**src/rtl/vga_timing_controller_pkg.sv**
```systemverilog
`default_nettype none
// ============================================================================
// Package  : vga_pkg
// Purpose  : Default 640x480@60 timing constants and the fetch FSM state type.
// Revision : 1.0 - initial release
// ============================================================================
package vga_pkg;

    localparam int c_clk_div   = 2;

    localparam int c_h_display = 640;
    localparam int c_h_front   = 16;
    localparam int c_h_sync    = 96;
    localparam int c_h_back    = 48;

    localparam int c_v_display = 480;
    localparam int c_v_front   = 10;
    localparam int c_v_sync    = 2;
    localparam int c_v_back    = 33;

    localparam int c_h_total   = c_h_display + c_h_front + c_h_sync + c_h_back;
    localparam int c_v_total   = c_v_display + c_v_front + c_v_sync + c_v_back;

    localparam int c_coord_w   = 10;

    typedef enum logic [0:0] {
        IDLE = 1'b0,
        REQ  = 1'b1
    } fetch_state_t;

endpackage
`default_nettype wire

```
**src/rtl/vga_timing_controller_if.sv**
```systemverilog
`default_nettype none
// ============================================================================
// Interface: vga_timing_controller_if
// Purpose  : Line-fetch req/ack handshake between the timing controller
//            (master) and the framebuffer/line-buffer client (slave).
// Revision : 1.0 - initial release
// ============================================================================
interface vga_timing_controller_if;

    logic                           fetch_req;
    logic [vga_pkg::c_coord_w-1:0]  fetch_line;
    logic                           fetch_ack;

    modport master (
        output fetch_req,
        output fetch_line,
        input  fetch_ack
    );

    modport slave (
        input  fetch_req,
        input  fetch_line,
        output fetch_ack
    );

endinterface
`default_nettype wire

```
**src/rtl/vga_timing_controller_axis.sv**
```systemverilog
`default_nettype none
// ============================================================================
// Module   : vga_axis_counter
// Purpose  : Wrapping raster counter for one axis with sync decode, a wrap
//            (carry) pulse and the display decode of the next count.
// Revision : 1.0 - initial release
// ============================================================================
module vga_axis_counter #(
    parameter int DISPLAY = 640,
    parameter int FRONT   = 16,
    parameter int SYNC    = 96,
    parameter int BACK    = 48,
    parameter int WIDTH   = 10
) (
    input  wire logic             clk,
    input  wire logic             rst_n,
    input  wire logic             i_clear,
    input  wire logic             i_en,
    output logic [WIDTH-1:0]      o_count,
    output logic                  o_carry,
    output logic                  o_display_next,
    output logic                  o_sync_n
);

    localparam int               c_total      = DISPLAY + FRONT + SYNC + BACK;
    localparam logic [WIDTH-1:0] c_last       = WIDTH'(c_total - 1);
    localparam logic [WIDTH-1:0] c_display    = WIDTH'(DISPLAY);
    localparam logic [WIDTH-1:0] c_sync_first = WIDTH'(DISPLAY + FRONT);
    localparam logic [WIDTH-1:0] c_sync_last  = WIDTH'(DISPLAY + FRONT + SYNC - 1);
    localparam logic [WIDTH-1:0] c_one        = WIDTH'(1);

    logic [WIDTH-1:0] r_count;
    logic             r_sync_n;
    logic [WIDTH-1:0] w_next;
    logic             w_carry;

    always_comb begin
        w_carry = i_en && (r_count == c_last);
        if (w_carry) begin
            w_next = '0;
        end else if (i_en) begin
            w_next = r_count + c_one;
        end else begin
            w_next = r_count;
        end
    end

    // Decode from the next count so the flags line up with the registered count.
    always_ff @(posedge clk) begin
        if (!rst_n || i_clear) begin
            r_count  <= '0;
            r_sync_n <= 1'b1;
        end else begin
            r_count  <= w_next;
            r_sync_n <= !((w_next >= c_sync_first) && (w_next <= c_sync_last));
        end
    end

    assign o_count        = r_count;
    assign o_carry        = w_carry;
    assign o_display_next = (w_next < c_display);
    assign o_sync_n       = r_sync_n;

endmodule
`default_nettype wire

```
**src/rtl/vga_timing_controller.sv**
```systemverilog
`default_nettype none
// ============================================================================
// Module   : vga_timing_controller
// Purpose  : VGA raster timing (pixel divider, h/v counters, sync/blank decode)
//            and the per-line fetch request scheduler.
// Revision : 1.0 - initial release
// ============================================================================
module vga_timing_controller
    import vga_pkg::*;
#(
    parameter int CLK_DIV   = c_clk_div,
    parameter int H_DISPLAY = c_h_display,
    parameter int H_FRONT   = c_h_front,
    parameter int H_SYNC    = c_h_sync,
    parameter int H_BACK    = c_h_back,
    parameter int V_DISPLAY = c_v_display,
    parameter int V_FRONT   = c_v_front,
    parameter int V_SYNC    = c_v_sync,
    parameter int V_BACK    = c_v_back
) (
    input  wire logic               clk,
    input  wire logic               rst_n,
    input  wire logic               enable,
    output logic                    pixel_tick,
    output logic                    hsync,
    output logic                    vsync,
    output logic                    display_on,
    output logic [c_coord_w-1:0]    pixel_x,
    output logic [c_coord_w-1:0]    pixel_y,
    output logic                    new_line,
    output logic                    frame_start,
    vga_timing_controller_if.master fetch,
    output logic                    underrun,
    output logic                    underrun_sticky
);

    localparam int                   c_div_w     = $clog2(CLK_DIV);
    localparam logic [c_div_w-1:0]   c_div_last  = c_div_w'(CLK_DIV - 1);
    localparam logic [c_div_w-1:0]   c_div_one   = c_div_w'(1);
    localparam logic [c_coord_w-1:0] c_fetch_x   = c_coord_w'(H_DISPLAY - 1);
    localparam logic [c_coord_w-1:0] c_v_last    = c_coord_w'(V_DISPLAY + V_FRONT + V_SYNC + V_BACK - 1);
    localparam logic [c_coord_w-1:0] c_v_visible = c_coord_w'(V_DISPLAY);
    localparam logic [c_coord_w-1:0] c_coord_one = c_coord_w'(1);

    logic                 w_hold;
    logic                 w_clear;
    logic [c_div_w-1:0]   r_div_cnt;
    logic [c_div_w-1:0]   w_div_next;
    logic                 r_pixel_tick;
    logic                 w_h_carry;
    logic                 w_v_carry;
    logic                 w_h_disp;
    logic                 w_v_disp;
    logic                 r_display_on;
    logic                 r_new_line;
    logic                 r_frame_start;
    logic [c_coord_w-1:0] w_next_line;
    logic                 w_line_start;
    fetch_state_t         r_state;
    logic                 r_fetch_req;
    logic [c_coord_w-1:0] r_fetch_line;
    logic                 r_underrun;
    logic                 r_underrun_sticky;

    assign w_clear = !enable;
    assign w_hold  = !rst_n || !enable;

    assign w_div_next = (r_div_cnt == c_div_last) ? '0 : (r_div_cnt + c_div_one);

    // Tick is registered from the next divider value so it is high while div_cnt == CLK_DIV-1.
    always_ff @(posedge clk) begin
        if (w_hold) begin
            r_div_cnt    <= '0;
            r_pixel_tick <= 1'b0;
        end else begin
            r_div_cnt    <= w_div_next;
            r_pixel_tick <= (w_div_next == c_div_last);
        end
    end

    vga_axis_counter #(
        .DISPLAY (H_DISPLAY),
        .FRONT   (H_FRONT),
        .SYNC    (H_SYNC),
        .BACK    (H_BACK),
        .WIDTH   (c_coord_w)
    ) u_h_counter (
        .clk            (clk),
        .rst_n          (rst_n),
        .i_clear        (w_clear),
        .i_en           (r_pixel_tick),
        .o_count        (pixel_x),
        .o_carry        (w_h_carry),
        .o_display_next (w_h_disp),
        .o_sync_n       (hsync)
    );

    vga_axis_counter #(
        .DISPLAY (V_DISPLAY),
        .FRONT   (V_FRONT),
        .SYNC    (V_SYNC),
        .BACK    (V_BACK),
        .WIDTH   (c_coord_w)
    ) u_v_counter (
        .clk            (clk),
        .rst_n          (rst_n),
        .i_clear        (w_clear),
        .i_en           (w_h_carry),
        .o_count        (pixel_y),
        .o_carry        (w_v_carry),
        .o_display_next (w_v_disp),
        .o_sync_n       (vsync)
    );

    always_ff @(posedge clk) begin
        if (w_hold) begin
            r_display_on  <= 1'b0;
            r_new_line    <= 1'b0;
            r_frame_start <= 1'b0;
        end else begin
            r_display_on  <= w_h_disp && w_v_disp;
            r_new_line    <= w_h_carry;
            r_frame_start <= w_v_carry;
        end
    end

    assign w_next_line  = (pixel_y == c_v_last) ? '0 : (pixel_y + c_coord_one);
    assign w_line_start = r_pixel_tick && (pixel_x == c_fetch_x);

    // Ack is checked before the wrap so a same-clock ack completes without underrun.
    always_ff @(posedge clk) begin
        if (w_hold) begin
            r_state           <= IDLE;
            r_fetch_req       <= 1'b0;
            r_fetch_line      <= '0;
            r_underrun        <= 1'b0;
            r_underrun_sticky <= 1'b0;
        end else begin
            r_underrun <= 1'b0;
            case (r_state)
                IDLE: begin
                    if (w_line_start && (w_next_line < c_v_visible)) begin
                        r_state      <= REQ;
                        r_fetch_req  <= 1'b1;
                        r_fetch_line <= w_next_line;
                    end
                end
                REQ: begin
                    if (fetch.fetch_ack) begin
                        r_state     <= IDLE;
                        r_fetch_req <= 1'b0;
                    end else if (w_h_carry) begin
                        r_state           <= IDLE;
                        r_fetch_req       <= 1'b0;
                        r_underrun        <= 1'b1;
                        r_underrun_sticky <= 1'b1;
                    end
                end
                default: begin
                    r_state     <= IDLE;
                    r_fetch_req <= 1'b0;
                end
            endcase
        end
    end

    assign pixel_tick       = r_pixel_tick;
    assign display_on       = r_display_on;
    assign new_line         = r_new_line;
    assign frame_start      = r_frame_start;
    assign fetch.fetch_req  = r_fetch_req;
    assign fetch.fetch_line = r_fetch_line;
    assign underrun         = r_underrun;
    assign underrun_sticky  = r_underrun_sticky;

endmodule
`default_nettype wire

```
**src/flat_wrapper.sv**
```systemverilog
// flat-port wrapper written by rule: the top's interface ports become plain ports
module vga_timing_controller_flat import vga_pkg::*;
#(
    parameter int CLK_DIV   = c_clk_div,
    parameter int H_DISPLAY = c_h_display,
    parameter int H_FRONT   = c_h_front,
    parameter int H_SYNC    = c_h_sync,
    parameter int H_BACK    = c_h_back,
    parameter int V_DISPLAY = c_v_display,
    parameter int V_FRONT   = c_v_front,
    parameter int V_SYNC    = c_v_sync,
    parameter int V_BACK    = c_v_back
)
  (clk, rst_n, enable, pixel_tick, hsync, vsync, display_on, pixel_x, pixel_y, new_line, frame_start, underrun, underrun_sticky, fetch_fetch_req, fetch_fetch_line, fetch_fetch_ack);
  vga_timing_controller_if fetch_i ();
  input  wire logic clk;
  input  wire logic rst_n;
  input  wire logic enable;
  output logic pixel_tick;
  output logic hsync;
  output logic vsync;
  output logic display_on;
  output logic [c_coord_w-1:0] pixel_x;
  output logic [c_coord_w-1:0] pixel_y;
  output logic new_line;
  output logic frame_start;
  output logic underrun;
  output logic underrun_sticky;
  output wire logic [$bits(fetch_i.fetch_req)-1:0] fetch_fetch_req;
  output wire logic [$bits(fetch_i.fetch_line)-1:0] fetch_fetch_line;
  input wire logic [$bits(fetch_i.fetch_ack)-1:0] fetch_fetch_ack;
  assign fetch_fetch_req = fetch_i.fetch_req;
  assign fetch_fetch_line = fetch_i.fetch_line;
  assign fetch_i.fetch_ack = fetch_fetch_ack;
  vga_timing_controller #(.CLK_DIV(CLK_DIV), .H_DISPLAY(H_DISPLAY), .H_FRONT(H_FRONT), .H_SYNC(H_SYNC), .H_BACK(H_BACK), .V_DISPLAY(V_DISPLAY), .V_FRONT(V_FRONT), .V_SYNC(V_SYNC), .V_BACK(V_BACK)) u_core (.clk(clk), .rst_n(rst_n), .enable(enable), .pixel_tick(pixel_tick), .hsync(hsync), .vsync(vsync), .display_on(display_on), .pixel_x(pixel_x), .pixel_y(pixel_y), .new_line(new_line), .frame_start(frame_start), .fetch(fetch_i), .underrun(underrun), .underrun_sticky(underrun_sticky));
endmodule
```
**config.mk**
```make
export PLATFORM = sky130hd
export DESIGN_NAME = vga_timing_controller_flat
export DESIGN_NICKNAME = d
export VERILOG_FILES = /design/src/rtl/vga_timing_controller_pkg.sv /design/src/rtl/vga_timing_controller_if.sv /design/src/rtl/vga_timing_controller_axis.sv /design/src/rtl/vga_timing_controller.sv /design/src/flat_wrapper.sv
export SDC_FILE = /design/constraint.sdc
export NUM_CORES = 1
export LEC_CHECK = 0
export BUFFER_PORTS_ARGS = -buffer_cell sky130_fd_sc_hd__buf_4
export CORE_ASPECT_RATIO = 0.5
export CORE_MARGIN = 2
export CORE_UTILIZATION = 54
export DETAILED_ROUTE_END_ITERATION = 8
export GPL_ROUTABILITY_DRIVEN = 0
export GPL_TIMING_DRIVEN = 1
export MAX_ROUTING_LAYER = met4
export PLACE_DENSITY = 0.79
export RECOVER_POWER = 50
export SYNTH_ARGS = -nofsm -noshare
export SYNTH_HDL_FRONTEND = slang
export SYNTH_SLANG_ARGS = --single-unit
export TNS_END_PERCENT = 5
```
**constraint.sdc**
```tcl
create_clock -name clk -period 2.5 [get_ports clk]
set_clock_uncertainty 0.1 [all_clocks]
set_input_delay 0.5 -clock clk [delete_from_list [all_inputs] [get_ports clk]]
set_output_delay 0.5 -clock clk [all_outputs]
set_load 0.1 [all_outputs]
```
After elaboration in Yosys (flattened, before gate mapping)
Cells that the tools add are included.
{"block": "word_totals", "register_bits": 40, "input_bits": 4, "wordCells": 61}
{"block": "op_classes", "order_cmp": 7, "n_eq_ne": 5, "reduce_logical": 17, "addsub": 3, "n_mux": 14, "bitwise": 2}
{"op": "$mux 10", "n": 5}
{"op": "$eq 10x10->1 const B", "n": 3}
{"op": "$add 10x1->10 const B", "n": 2}
{"op": "$lt 10x9->1 const B", "n": 2}
{"op": "$ge 10x10->1 const B", "n": 1}
{"op": "$ge 10x9->1 const B", "n": 1}
{"op": "$le 10x10->1 const B", "n": 1}
{"op": "$le 10x9->1 const B", "n": 1}
{"op": "$lt 10x10->1 const B", "n": 1}
{"op": "$logic_and 1x1->1", "n": 7}
{"op": "$mux 1", "n": 7}
{"op": "$logic_not 1->1", "n": 4}
{"op": "$pmux 1 s2", "n": 2}
{"op": "$reduce_and 2->1", "n": 2}
{"op": "$ne 3x3->1 const B", "n": 1}
{"op": "$reduce_and 3->1", "n": 1}
{"op": "$reduce_or 3->1", "n": 1}
{"op": "$ne 2x1->1 const B", "n": 1}
{"op": "$not 1->1", "n": 2}
{"op": "$reduce_or 2->1", "n": 1}
{"op": "$add 1x1->1 const B", "n": 1}
{"op": "$logic_or 1x1->1", "n": 1}

Depth between registers and ports, before layout
Gate-level depths: netlist (run 1).
{"block": "logic_depth", "word_depth": 7, "mapped_depth": 10, "mapped_depth_nobuf": 8}

Hierarchy
A second synthesis (run 1) with hierarchy kept.
{"block": "hier_totals", "hier_cells": 238, "area_unflattened_um2": 2134.5}
{"module": "vga_timing_controller", "n_inst": 1, "cells_each": 103, "area_per_inst_um2": 949.7, "seq_area_each_um2": 360.3}
{"module": "vga_axis_counter at u_core.u_v_counter", "n_inst": 1, "cells_each": 71, "area_per_inst_um2": 640.6, "seq_area_each_um2": 220.2}
{"module": "vga_axis_counter at u_core.u_h_counter", "n_inst": 1, "cells_each": 64, "area_per_inst_um2": 544.3, "seq_area_each_um2": 220.2}

Worst setup path after synthesis (run 1)
No wires, ideal clock.
{"block": "synth_path", "path_type": "register to register", "from": "register u_core.u_v_counter.r_count[1] (netlist: u_core.u_v_counter.o_count[1])", "to": "register u_core.r_fetch_line[4] (netlist: u_core.fetch.fetch_line[4])", "stages_incl_launch_ff": 9, "required_time_ns": 2.330, "n_path_buf": 1, "arrival_ns": 2.939, "setup_slack_ns": -0.610, "cell_sequence": "dfxtp_1 ha_1 clkbuf_1 a21oi_1 o311a_1 a311oi_1 o221ai_2 or3_1 a21oi_1"}
{"block": "synth_between", "elab_chain_cells": 5, "word_cells_on_any_way": 6}
{"item": "from (decl)", "line_no": "vga_timing_controller_axis.sv:32", "rtl": "logic [WIDTH-1:0] r_count;"}
{"item": "from (signal assigned)", "line_no": "vga_timing_controller_axis.sv:54", "rtl": "r_count <= w_next;"}
{"item": "$add 10x1->10 / $eq 10x10->1 (equally long branches)", "line_no": "vga_timing_controller.sv:127", "rtl": "assign w_next_line = (pixel_y == c_v_last) ? '0 : (pixel_y + c_coord_one);"}
{"item": "$mux 10 (*)", "line_no": "vga_timing_controller.sv:127"}
{"item": "$lt 10x9->1", "line_no": "vga_timing_controller.sv:142", "rtl": "if (w_line_start && (w_next_line < c_v_visible)) begin"}
{"item": "$logic_and 1x1->1", "line_no": "vga_timing_controller.sv:142"}
{"item": "$reduce_and 2->1 (no line)"}
{"item": "to (signal assigned)", "line_no": "vga_timing_controller.sv:145", "rtl": "r_fetch_line <= w_next_line;"}
{"item": "to (decl)", "line_no": "vga_timing_controller.sv:61", "rtl": "logic [c_coord_w-1:0] r_fetch_line;"}
Mark *: on every way between the ends. The rest lies on a longest branch, timed or not.
A chain may end at the register's enable or synchronous reset.

Final worst setup path (run 1)
{"block": "layout_path", "from": "register u_core.u_v_counter.r_count[0] (netlist: u_core.u_v_counter.o_count[0])", "to": "register u_core.r_fetch_line[4] (netlist: u_core.fetch.fetch_line[4])"}
Same word-level chain as after synthesis.

==> load_flow_metrics.sql, run 1 <==
INSERT INTO impl_metrics (metric_group, metric, value, unit) VALUES
('worst_setup_path', 'worst_setup_path_end_kind', 'flip-flop', ''),
('yosys', 'async_set_or_reset_register_ratio_after_synthesis', '0', ''),
('cts', 'insertion_delay', '0.29', 'ns'),
('cts', 'cts_made_buffers', '5', ''),
('yosys', 'synth_top_cells_by_area', 'dfxtp_1 (39%), xnor2_1 (7.2%), nor2_1 (5.4%), a21oi_1 (4.1%), nand2_1 (3.6%)', ''),
('cts', 'clk_path_buf_depth', '2', ''),
('layout', 'n_fill_cell', '326', ''),
('worst_setup_path', 'timing.critical_path.from_type', 'flip-flop', ''),
('yosys', 'synth_ff_type', 'dfxtp_1', ''),
('worst_setup_path', 'crit_cells', '7', ''),
('floorplan', 'design.core.area', '0.003547', 'mm2'),
('global_route', 'grt_overflow', '0', ''),
('sta', 'final.hold.worst_slack', '0.3576', 'ns'),
('power_and_ir_drop', 'vdd.ir_drop.worst', '320.2', 'uV'),
('sta', 'finalSetupViolations', '0', ''),
('power_and_ir_drop', 'p_per_area', '442.7', 'mW/mm2'),
('floorplan', 'initial_core_util', '0.5848', ''),
('layout', 'multi_input_comb_area', '0.001159', 'mm2'),
('cts', 'post_cts.repair.setup_buffers', '0', ''),
('placement', 'dpl_cell_area', '0.002489', 'mm2'),
('worst_setup_path', 'cp_max_fo', '10', ''),
('drt', 'totalWireLength', '5130', 'um'),
('sta', 'finalHoldViolCount', '0', ''),
('drt', 'drt_iter0_markers', '164', ''),
('global_route', 'antenna_found_initial', '0', ''),
('worst_setup_path', 'path_cells', 'buf_4 -> nand3_1 -> nor3_1 -> nand2b_2 -> o221ai_4 -> or3_1 -> a21oi_1', ''),
('sta', 'fmaxAchievable', '424.0', 'MHz'),
('global_route', 'globalRouteTotalUtil', '0.2589', ''),
('yosys', 'synth_enable_flop_cells', '0', ''),
('sta', 'max_slew_headroom', '0.2182', ''),
('power_and_ir_drop', 'static-leakage-power', '0.8632', 'nW'),
('yosys', 'netlist.area_leader.share', '0.3860', ''),
('worst_setup_path', 'worst_ep_arrival_time', '2.47', 'ns'),
('cts', 'cts_num_sinks', '40', ''),
('yosys', 'post_synth_inst_count', '251', ''),
('layout', 'antenna_cells', '0', ''),
('drt', 'routed_wire_length_per_instance', '14.83', 'um'),
('layout', 'syn_to_final_growth', '19.18', '%'),
('placement', 'post-dp-hpwl', '3730', 'um'),
('layout', 'drive_above_1_share', '0.2136', ''),
('sta', 'grt_setup_unrepaired', 'no', ''),
('yosys', 'area_of_the_mapped_netlist', '0.002074', 'mm2'),
('yosys', 'post_synth_net_total', '258', ''),
('global_route', 'grt_pass1_wl', '8314', 'um'),
('floorplan', 'dieArea', '0.004383', 'mm2'),
('drt', 'route.vias.total', '1991', ''),
('drt', 'drtPass1Iterations', '5', ''),
('worst_setup_path', 'worstPathRequired', '2.61', 'ns'),
('sta', 'tightestPinTransition', '1.178', 'ns'),
('yosys', 'post-synth-top-area-cell', 'dfxtp_1', ''),
('drt', 'final_antenna_net_count', '0', ''),
('floorplan', 'die-width', '91.66', 'um'),
('yosys', 'ys_top_cells_by_count', 'dfxtp_1 (40), nor2_1 (30), nand2_1 (20)', ''),
('outcome', 'outcome', 'finished, final reports clean', ''),
('yosys', 'yosys_warnings', '0', ''),
('floorplan', 'chipHeight', '47.83', 'um'),
('yosys', 'synthesis_stage_register_bit_count', '40', ''),
('layout', 'instances_no_fill', '346', ''),
('worst_hold_path', 'hold_path.class', 'reg2reg', ''),
('floorplan', 'design.portCount', '43', ''),
('worst_setup_path', 'path_class', 'reg2reg', ''),
('layout', 'finish.instance_area', '0.002472', 'mm2'),
('yosys', 'synth_area_per_cell', '8.265', 'um2'),
('layout', 'nNetsFinal', '302', ''),
('sta', 'min_period_over_period', '0.9435', ''),
('cts', 'clk_pin_slew_worst_paths', '0.08', 'ns'),
('flow_run', 'cap_viol_max_count', '0', ''),
('placement', 'dpl_cells', '339', ''),
('worst_setup_path', 'crit_path_top_delay_cell', 'nor3_1', ''),
('cts', 'cts_tree', 'yes', ''),
('cts', 'clock-root-buffer', 'clkbuf_8', '');
-- tightest hold or removal path: stages, from the launching register on --
cell and delay, ns:
dfxtp_1 0.31, nand2_1 0.05, a21oi_1 0.05
-- final timing paths --
kind | slack (ns) | to | start
min reg2reg | 0.36 | u_core.fetch.fetch_req$_SDFFE_PP0P_ | u_core.fetch.fetch_req$_SDFFE_PP0P_
max reg2reg | 0.14 | u_core.fetch.fetch_line[4]$_SDFFE_PP0P_ | u_core.u_v_counter.o_count[0]$_SDFF_PP0_
min | 0.36 | u_core.fetch.fetch_req$_SDFFE_PP0P_ | u_core.fetch.fetch_req$_SDFFE_PP0P_
max | 0.14 | u_core.fetch.fetch_line[4]$_SDFFE_PP0P_ | u_core.u_v_counter.o_count[0]$_SDFF_PP0_
-- area by class of cell --
class,count,area share
clock buffer,5,0.02783
clock inverter,2,0.004555
inverter,9,0.01366
multi-input combinational,182,0.4686
sequential,40,0.3335
tap,51,0.02581
timing repair buffer,57,0.1260
-- power by group --
group          total, mW  switching, mW  internal [mW]  leakage [nW]
Combinational     0.0387         0.0307        0.00800         0.488
Sequential         0.639        0.00276          0.637         0.331
Clock              0.417          0.227          0.190        0.0443
-- through the flow --
step,setup WS [ns],util,power [mW]
after floorplan,-0.1305,-,0.6838
after global routing,0.03242,0.6970,1.137
after global placement,0.2478,0.7016,0.6962
final,0.1414,0.6970,1.095
after CTS,0.1198,0.7242,1.107
after detailed placement,0.1438,0.7016,0.6970
-- metal layers --
metal,wire length [um],part of all wire,GRT usage,vias to the layer above
met3,364,0.071,0.08661,10
met5,0,0,-,-
met4,81,0.016,0.1121,0
met1,2436,0.47,0.3238,936
li1,-,-,-,966
met2,2248,0.44,0.3912,79
-- state kept, by name, summed over array words and instances, names as in the netlist --
signal	cells
u_core.frame_start	1
u_core.r_state	1
u_core.u_h_counter.o_count	10
u_core.underrun_sticky	1
u_core.underrun	1
u_core.r_div_cnt	1
u_core.u_h_counter.o_sync_n	1
u_core.fetch.fetch_line	10
u_core.u_v_counter.o_count	10
u_core.display_on	1
u_core.fetch.fetch_req	1
u_core.u_v_counter.o_sync_n	1
u_core.new_line	1
-- cells by family after synthesis --
family / after synthesis / synth area share
AND/OR/NAND/NOR: 108 / 0.2805
multiplexers: 4 / 0.01930
buffers and inverters: 29 / 0.06453
adder cells (fa/ha/maj): 3 / 0.01810
AO/OA/AOI/OAI: 46 / 0.1429
flip-flops: 40 / 0.3860
XOR/XNOR: 21 / 0.08866
-- cell usage in the layout (no fill, tap or decap), types with 2 or more instances in the layout --
cell,count
inv_1,9
dfxtp_2,13
a21oi_1,17
and2_1,6
clkbuf_8,5
buf_4,22
o22ai_1,2
xor2_1,4
o31ai_1,2
a221oi_1,2
nand3_1,11
dfxtp_1,25
mux2i_1,4
a211oi_1,2
a31oi_1,2
and4_1,2
o21ai_0,8
ha_1,2
nor2_1,30
nand2_1,20
nor3_1,7
clkbuf_1,25
and3_1,7
nor4_1,2
xnor2_1,17
nand4b_1,2
dfxtp_4,2
or3_1,6
clkbuf_2,9
nand4_1,5
-- what timing repair did --
action                                  CTS  global route
gates resized for setup                   0             4
endpoints found under the setup margin    0             4
hold endpoints to repair                  0             0
Power figures use the tool's default switching activity.
==> inputs of run 2 (changes only) <==
--- a/config.mk
+++ b/config.mk
@@ -13,7 +13,7 @@
 export GPL_ROUTABILITY_DRIVEN = 0
 export GPL_TIMING_DRIVEN = 1
 export MAX_ROUTING_LAYER = met4
-export PLACE_DENSITY = 0.79
+export PLACE_DENSITY_LB_ADDON = 0.3
 export RECOVER_POWER = 50
 export SYNTH_ARGS = -nofsm -noshare
 export SYNTH_HDL_FRONTEND = slang
==> run 2 against run 1 <==
  * Clock power is 7.7% higher
  * Non-clock buffer count fell by 2
  * Sequential power about the same
  * Fmax grew 1.2%
  * Highest routed layer unchanged
  * Sequential share of layout area rose by 0.15 points
==> load_flow_metrics.sql, run 2 (synthesis results as in run 1) <==
INSERT INTO impl_metrics (metric_group, metric, value, unit) VALUES
('global_route', 'grt_pass1_wl', '7866', 'um'),
('floorplan', 'placement_rows', '15', ''),
('sta', 'fmaxAchievable', '429.0', 'MHz'),
('sta', 'final.hold.worst_slack', '0.3593', 'ns'),
('power_and_ir_drop', 'vdd.ir_drop.worst', '305.9', 'uV'),
('cts', 'cts_made_buffers', '5', ''),
('drt', 'drtPass1Iterations', '4', ''),
('sta', 'final_period_minus_worst_setup_slack', '2.331', 'ns'),
('sta', 'final.setup.worst_slack', '0.1689', 'ns'),
('global_route', 'antenna_found_initial', '0', ''),
('global_route', 'grt_overflow', '0', ''),
('worst_setup_path', 'timing.critical_path.mode_cell', 'buf_4', ''),
('sta', 'max_slew_headroom', '0.2075', ''),
('drt', 'remaining_drc_errors', '0', ''),
('worst_setup_path', 'worst-path-buf-inv', '3', ''),
('floorplan', 'chipHeight', '47.83', 'um'),
('worst_setup_path', 'path_cells', 'ha_1 -> inv_1 -> a211oi_1 -> a311oi_1 -> buf_4 -> o221ai_2 -> buf_4 -> mux2i_1 -> nor2_1', ''),
('cts', 'clk_path_buf_depth', '2', ''),
('drt', 'routed_wire_length_per_instance', '14.61', 'um'),
('drt', 'detailed_route_vias_per_instance', '5.730', ''),
('global_route', 'globalRouteTotalUtil', '0.2442', ''),
('cts', 'clk_pin_slew_worst_paths', '0.08', 'ns'),
('floorplan', 'design.core.area', '0.003547', 'mm2'),
('sta', 'tightestPinTransition', '1.194', 'ns'),
('sta', 'grt_setup_unrepaired', 'no', ''),
('layout', 'layout_commonest_cell', 'nor2_1', ''),
('cts', 'ctsHtreeMaxLevel', '2', ''),
('drt', 'route.vias.total', '1977', ''),
('sta', 'finalSetupViolations', '0', ''),
('floorplan', 'die-width', '91.66', 'um'),
('floorplan', 'design.portCount', '43', ''),
('layout', 'nNetsFinal', '300', ''),
('worst_setup_path', 'path_class', 'reg2reg', ''),
('layout', 'antenna_cells', '0', ''),
('drt', 'drt_iter0_markers', '181', ''),
('worst_setup_path', 'crit_path_top_delay_cell', 'dfxtp_4', ''),
('global_route', 'first_global_vias', '1626', ''),
('power_and_ir_drop', 'p_per_area', '459.6', 'mW/mm2'),
('global_route', 'grt_max_degree', '22', ''),
('drt', 'totalWireLength', '5042', 'um'),
('cts', 'cts_tree', 'yes', ''),
('layout', 'drive_above_1_share', '0.2075', ''),
('layout', 'multi_input_comb_area', '0.001145', 'mm2'),
('placement', 'detailedPlace.worstSlack', '0.1560', 'ns'),
('worst_hold_path', 'hold_path.class', 'reg2reg', ''),
('sta', 'finalHoldViolCount', '0', ''),
('cts', 'insertion_delay', '0.30', 'ns'),
('worst_setup_path', 'critical_path.top_delay_family', 'compound AO/OA/AOI/OAI gates', ''),
('worst_setup_path', 'worst_setup_path_end_kind', 'flip-flop', ''),
('power_and_ir_drop', 'static-leakage-power', '0.8599', 'nW'),
('flow_run', 'cap_viol_max_count', '0', ''),
('layout', 'syn_to_final_growth', '18.27', '%'),
('outcome', 'outcome', 'finished, final reports clean', ''),
('floorplan', 'dieArea', '0.004383', 'mm2'),
('worst_setup_path', 'worst_ep_arrival_time', '2.39', 'ns'),
('placement', 'input_output_buffers', '42', ''),
('worst_setup_path', 'worstPathRequired', '2.56', 'ns'),
('worst_setup_path', 'timing.critical_path.from_type', 'flip-flop', ''),
('floorplan', 'initial_core_util', '0.5848', ''),
('layout', 'seq_area', '822.0', 'um2'),
('sta', 'fin_setup_tns', '0', 'ns'),
('drt', 'final_antenna_net_count', '0', ''),
('cts', 'clock-root-buffer', 'clkbuf_8', ''),
('worst_setup_path', 'cp_max_fo', '9', ''),
('layout', 'n_fill_cell', '306', ''),
('sta', 'maxSlewViolCount', '0', ''),
('sta', 'min_period_over_period', '0.9324', ''),
('layout', 'finalCoreUtilization', '0.6917', ''),
('layout', 'mostFrequentLayoutCells', 'nor2_1 (30), clkbuf_1 (25), dfxtp_1 (25)', ''),
('cts', 'cts_num_sinks', '40', ''),
('placement', 'post-dp-hpwl', '3659', 'um'),
('worst_setup_path', 'slowest_delay', '0.40', 'ns');
## run 2: changes by cell type in the layout (fill, tap and decap cells not counted), sizes merged
| cell | delta |
|---|---|
| buf | -2 |
| clkbuf | +1 |
| clkinv | +1 |
| inv | -1 |
## run 2: timing repair
action,in CTS,in global routing
endpoints found under the hold margin,0,0
resized for setup,0,1
endpoints found under the setup margin,0,1
hold buffers,0,0
buffers inserted,0,0
## run 2: worst min-delay path: cells and delay by family, from the launching register on
family | cells | cell delay [ns]
flip-flops | 1 | 0.32
AND/OR/NAND/NOR | 1 | 0.05
AO/OA/AOI/OAI | 1 | 0.05
## run 2: report_power, final
part           switching, mW  internal, mW
logic                 0.0304       0.00796
registers            0.00287         0.638
clock network          0.229         0.220
## run 2: final timing paths
kind / slack, ns / to / cells after the start / startpoint
worst max-delay path: 0.17 / u_core.fetch.fetch_line[5]$_SDFFE_PP0P_ / 9 / u_core.u_v_counter.o_count[1]$_SDFF_PP0_
worst max register to register: 0.17 / u_core.fetch.fetch_line[5]$_SDFFE_PP0P_ / 9 / u_core.u_v_counter.o_count[1]$_SDFF_PP0_
worst min register to register: 0.36 / u_core.fetch.fetch_line[3]$_SDFFE_PP0P_ / 2 / u_core.fetch.fetch_line[3]$_SDFFE_PP0P_
worst min-delay path: 0.36 / u_core.fetch.fetch_line[3]$_SDFFE_PP0P_ / 2 / u_core.fetch.fetch_line[3]$_SDFFE_PP0P_
## run 2: layer usage
metal	wire length, um	up-vias	track usage
met5	0	-	-
met4	43	0	0.1000
met3	462	5	0.05984
met2	2303	88	0.3765
met1	2233	914	0.3160
li1	-	970	-
## run 2: final cells by class
cell class / count / area share
clock buffer: 6 / 0.03366
clock inverter: 2 / 0.004080
inverter: 9 / 0.01377
multi-input combinational: 182 / 0.4666
sequential: 40 / 0.3350
tap: 51 / 0.02601
timing repair buffer: 55 / 0.1209
## run 2: per-stage QoR
| step | cell area (um2) | instances | power [mW] |
|---|---|---|---|
| after floorplan | 2097 | 251 | 0.6838 |
| after global placement | 2474 | 337 | 0.6958 |
| after detailed placement | 2474 | 337 | 0.6962 |
| after CTS | 2566 | 345 | 1.134 |
| after global routing | 2454 | 345 | 1.169 |
| final | 2454 | 345 | 1.128 |
==> inputs of run 3 (changes only) <==
--- a/config.mk
+++ b/config.mk
@@ -7,7 +7,7 @@
 export LEC_CHECK = 0
 export BUFFER_PORTS_ARGS = -buffer_cell sky130_fd_sc_hd__buf_4
 export CORE_ASPECT_RATIO = 0.5
-export CORE_MARGIN = 2
+export CORE_MARGIN = 4
 export CORE_UTILIZATION = 54
 export DETAILED_ROUTE_END_ITERATION = 8
 export GPL_ROUTABILITY_DRIVEN = 0
==> run 3 against run 2 <==
  * Setup slack worse by 0.039 ns
  * Total power is 2.1% higher
  * First-iteration DRC count is 16% lower
  * Combinational power is 1% higher
  * Clock power is 5.3% higher
  * Register-to-register slack worse by 0.04 ns
  * Core utilization is 0.057 points higher
  * Cell count is 0.29% lower
  * Design area is 0.61% higher
  * Worst hold slack worse by 0.0018 ns
  * Via count is 1.3% higher
  * Critical path type unchanged
  * Critical endpoint is now u_core.fetch.fetch_line[3]$_SDFFE_PP0P_
  * Largest power group unchanged
==> load_flow_metrics.sql, run 3 (synthesis results as in run 1) <==
INSERT INTO impl_metrics (metric_group, metric, value, unit) VALUES
('drt', 'remaining_drc_errors', '0', ''),
('placement', 'dpl_cells', '336', ''),
('global_route', 'grt_pass1_wl', '8797', 'um'),
('cts', 'cts_made_buffers', '5', ''),
('drt', 'route.vias.total', '2003', ''),
('worst_setup_path', 'path_class', 'reg2reg', ''),
('floorplan', 'placement_rows', '15', ''),
('floorplan', 'initial_core_util', '0.5818', ''),
('worst_setup_path', 'worst_setup_path_end_kind', 'flip-flop', ''),
('cts', 'clk_pin_slew_worst_paths', '0.08', 'ns'),
('cts', 'clk_path_buf_depth', '2', ''),
('drt', 'drtPass1Iterations', '7', ''),
('cts', 'post_cts_resized', '0', ''),
('cts', 'cts_num_sinks', '40', ''),
('cts', 'ctsHtreeMaxLevel', '2', ''),
('drt', 'routed_wire_length_per_instance', '15.88', 'um'),
('floorplan', 'dieArea', '0.004957', 'mm2'),
('power_and_ir_drop', 'p_per_area', '466.4', 'mW/mm2'),
('sta', 'fmaxAchievable', '422.0', 'MHz'),
('sta', 'finalSetupViolations', '0', ''),
('placement', 'input_output_buffers', '42', ''),
('floorplan', 'design.portCount', '43', ''),
('cts', 'hold_buffers', '0', ''),
('worst_hold_path', 'min_path_cells', '2', ''),
('global_route', 'grt_max_degree', '22', ''),
('worst_setup_path', 'cp_max_fo', '10', ''),
('floorplan', 'die-width', '95.66', 'um'),
('layout', 'layout_commonest_cell', 'nor2_1', ''),
('sta', 'maxSlewViolCount', '0', ''),
('floorplan', 'chipHeight', '51.83', 'um'),
('layout', 'nNetsFinal', '299', ''),
('global_route', 'antenna_found_initial', '0', ''),
('layout', 'instances_no_fill', '344', ''),
('cts', 'clock-root-buffer', 'clkbuf_8', ''),
('sta', 'finalHoldViolCount', '0', ''),
('layout', 'mostFrequentLayoutCells', 'nor2_1 (29), dfxtp_1 (25), clkbuf_1 (24)', ''),
('cts', 'post_cts.repair.setup_buffers', '0', ''),
('worst_hold_path', 'min_from', 'u_core.fetch.fetch_line[0]$_SDFFE_PP0P_', ''),
('placement', 'post-dp-hpwl', '3776', 'um'),
('global_route', 'globalRouteTotalUtil', '0.2355', ''),
('worst_setup_path', 'reg2reg_depth', '6', ''),
('worst_hold_path', 'hold_path.class', 'reg2reg', ''),
('layout', 'n_fill_cell', '321', ''),
('global_route', 'grt_overflow', '0', ''),
('layout', 'drive_above_1_share', '0.2082', ''),
('drt', 'drt_iter0_markers', '152', ''),
('worst_setup_path', 'rrSetupSlack', '0.13', 'ns'),
('drt', 'totalWireLength', '5463', 'um'),
('sta', 'final_period_minus_worst_setup_slack', '2.370', 'ns'),
('sta', 'min_period_over_period', '0.9479', ''),
('sta', 'max_slew_headroom', '0.1931', ''),
('worst_setup_path', 'terminus_of_the_critical_flop_to_flop_path', 'u_core.fetch.fetch_line[3]$_SDFFE_PP0P_', ''),
('sta', 'final.hold.worst_slack', '0.3575', 'ns'),
('cts', 'insertion_delay', '0.29', 'ns'),
('drt', 'final_antenna_net_count', '0', ''),
('drt', 'detailed_route_vias_per_instance', '5.823', ''),
('cts', 'cts_tree', 'yes', ''),
('global_route', 'first_global_vias', '1829', ''),
('power_and_ir_drop', 'static-leakage-power', '0.8633', 'nW'),
('flow_run', 'cap_viol_max_count', '0', ''),
('layout', 'antenna_cells', '0', ''),
('worst_setup_path', 'r2r-start', 'u_core.u_v_counter.o_count[7]$_SDFF_PP0_', ''),
('worst_setup_path', 'worst_ep_arrival_time', '2.48', 'ns'),
('worst_setup_path', 'worstPathRequired', '2.61', 'ns'),
('layout', 'syn_to_final_growth', '19.00', '%'),
('floorplan', 'design.core.area', '0.003566', 'mm2'),
('power_and_ir_drop', 'vdd.ir_drop.worst', '305.6', 'uV'),
('outcome', 'outcome', 'finished, final reports clean', ''),
('worst_setup_path', 'timing.critical_path.from_type', 'flip-flop', ''),
('sta', 'tightestPinTransition', '1.216', 'ns'),
('worst_hold_path', 'hold_path_end', 'u_core.fetch.fetch_line[0]$_SDFFE_PP0P_', '');
-- run 3: worst max-delay path, cell delays in order (launching register included) --
cell      delay, ns
dfxtp_2        0.38
or3_4          0.42
or4_4          0.56
nand2b_2       0.15
o221ai_4       0.16
or3_1          0.38
a21oi_1        0.15
-- run 3: report_power, final --
| group | total (mW) | switching (mW) | leakage, nW | internal [mW] |
|---|---|---|---|---|
| sequential | 0.640 | 0.00280 | 0.331 | 0.637 |
| clock | 0.473 | 0.217 | 0.0534 | 0.256 |
| combinational | 0.0387 | 0.0308 | 0.479 | 0.00794 |
| total | 1.15 | 0.251 | 0.863 | 0.901 |
-- run 3: stage by stage --
stage | TNS, ns | setup WS (ns) | area [um2] | utilization | total power, mW
after CTS | 0 | 0.09689 | 2569 | 0.7204 | 1.165
after detailed placement | 0 | 0.1025 | 2466 | 0.6916 | 0.6966
after global routing | -0.03171 | -0.02685 | 2469 | 0.6923 | 1.200
after floorplan | -1.050 | -0.1305 | 2097 | - | 0.6838
after global placement | 0 | 0.2036 | 2466 | 0.6916 | 0.6960
final | 0 | 0.1303 | 2469 | 0.6923 | 1.151
-- run 3: final cells by class --
| cell class | count | area (um2) | share of cell area |
|---|---|---|---|
| clock buffers | 7 | 97.59 | 0.03953 |
| clock inverters | 1 | 5.005 | 0.002027 |
| inverters | 9 | 33.78 | 0.01368 |
| multi-input cells | 182 | 1159 | 0.4693 |
| flip-flops and latches | 40 | 824.5 | 0.3340 |
| well taps | 51 | 63.81 | 0.02585 |
| repair buffers | 54 | 285.3 | 0.1156 |
-- run 3: layer usage --
| metal | global-route usage | vias to the layer above | routed length, um | share of wire |
|---|---|---|---|---|
| li1 | - | 966 | - | - |
| met1 | 0.3050 | 930 | 2442 | 0.45 |
| met2 | 0.3648 | 94 | 2549 | 0.47 |
| met3 | 0.05491 | 13 | 390 | 0.071 |
| met4 | 0.08019 | 0 | 81 | 0.015 |
| met5 | - | - | 0 | 0 |
-- run 3: worst max-delay path by stage --
| stage | slack (ns) | start | to | cells past startpoint |
|---|---|---|---|---|
| final | 0.13 | u_core.u_v_counter.o_count[7]$_SDFF_PP0_ | u_core.fetch.fetch_line[3]$_SDFFE_PP0P_ | 6 |
| after global routing | -0.03 | u_core.u_v_counter.o_count[0]$_SDFF_PP0_ | u_core.fetch.fetch_line[8]$_SDFFE_PP0P_ | 8 |
| after CTS | 0.1 | u_core.u_v_counter.o_count[0]$_SDFF_PP0_ | u_core.fetch.fetch_line[5]$_SDFFE_PP0P_ | 9 |
| after detailed placement | 0.10 | u_core.u_h_counter.o_count[0]$_SDFF_PP0_ | u_core.fetch.fetch_line[3]$_SDFFE_PP0P_ | 7 |
| after global placement | 0.20 | u_core.u_v_counter.o_count[0]$_SDFF_PP0_ | u_core.fetch.fetch_line[2]$_SDFFE_PP0P_ | 8 |
| after floorplan | -0.13 | u_core.u_v_counter.o_count[0]$_SDFF_PP0_ | u_core.fetch.fetch_line[4]$_SDFFE_PP0P_ | 8 |
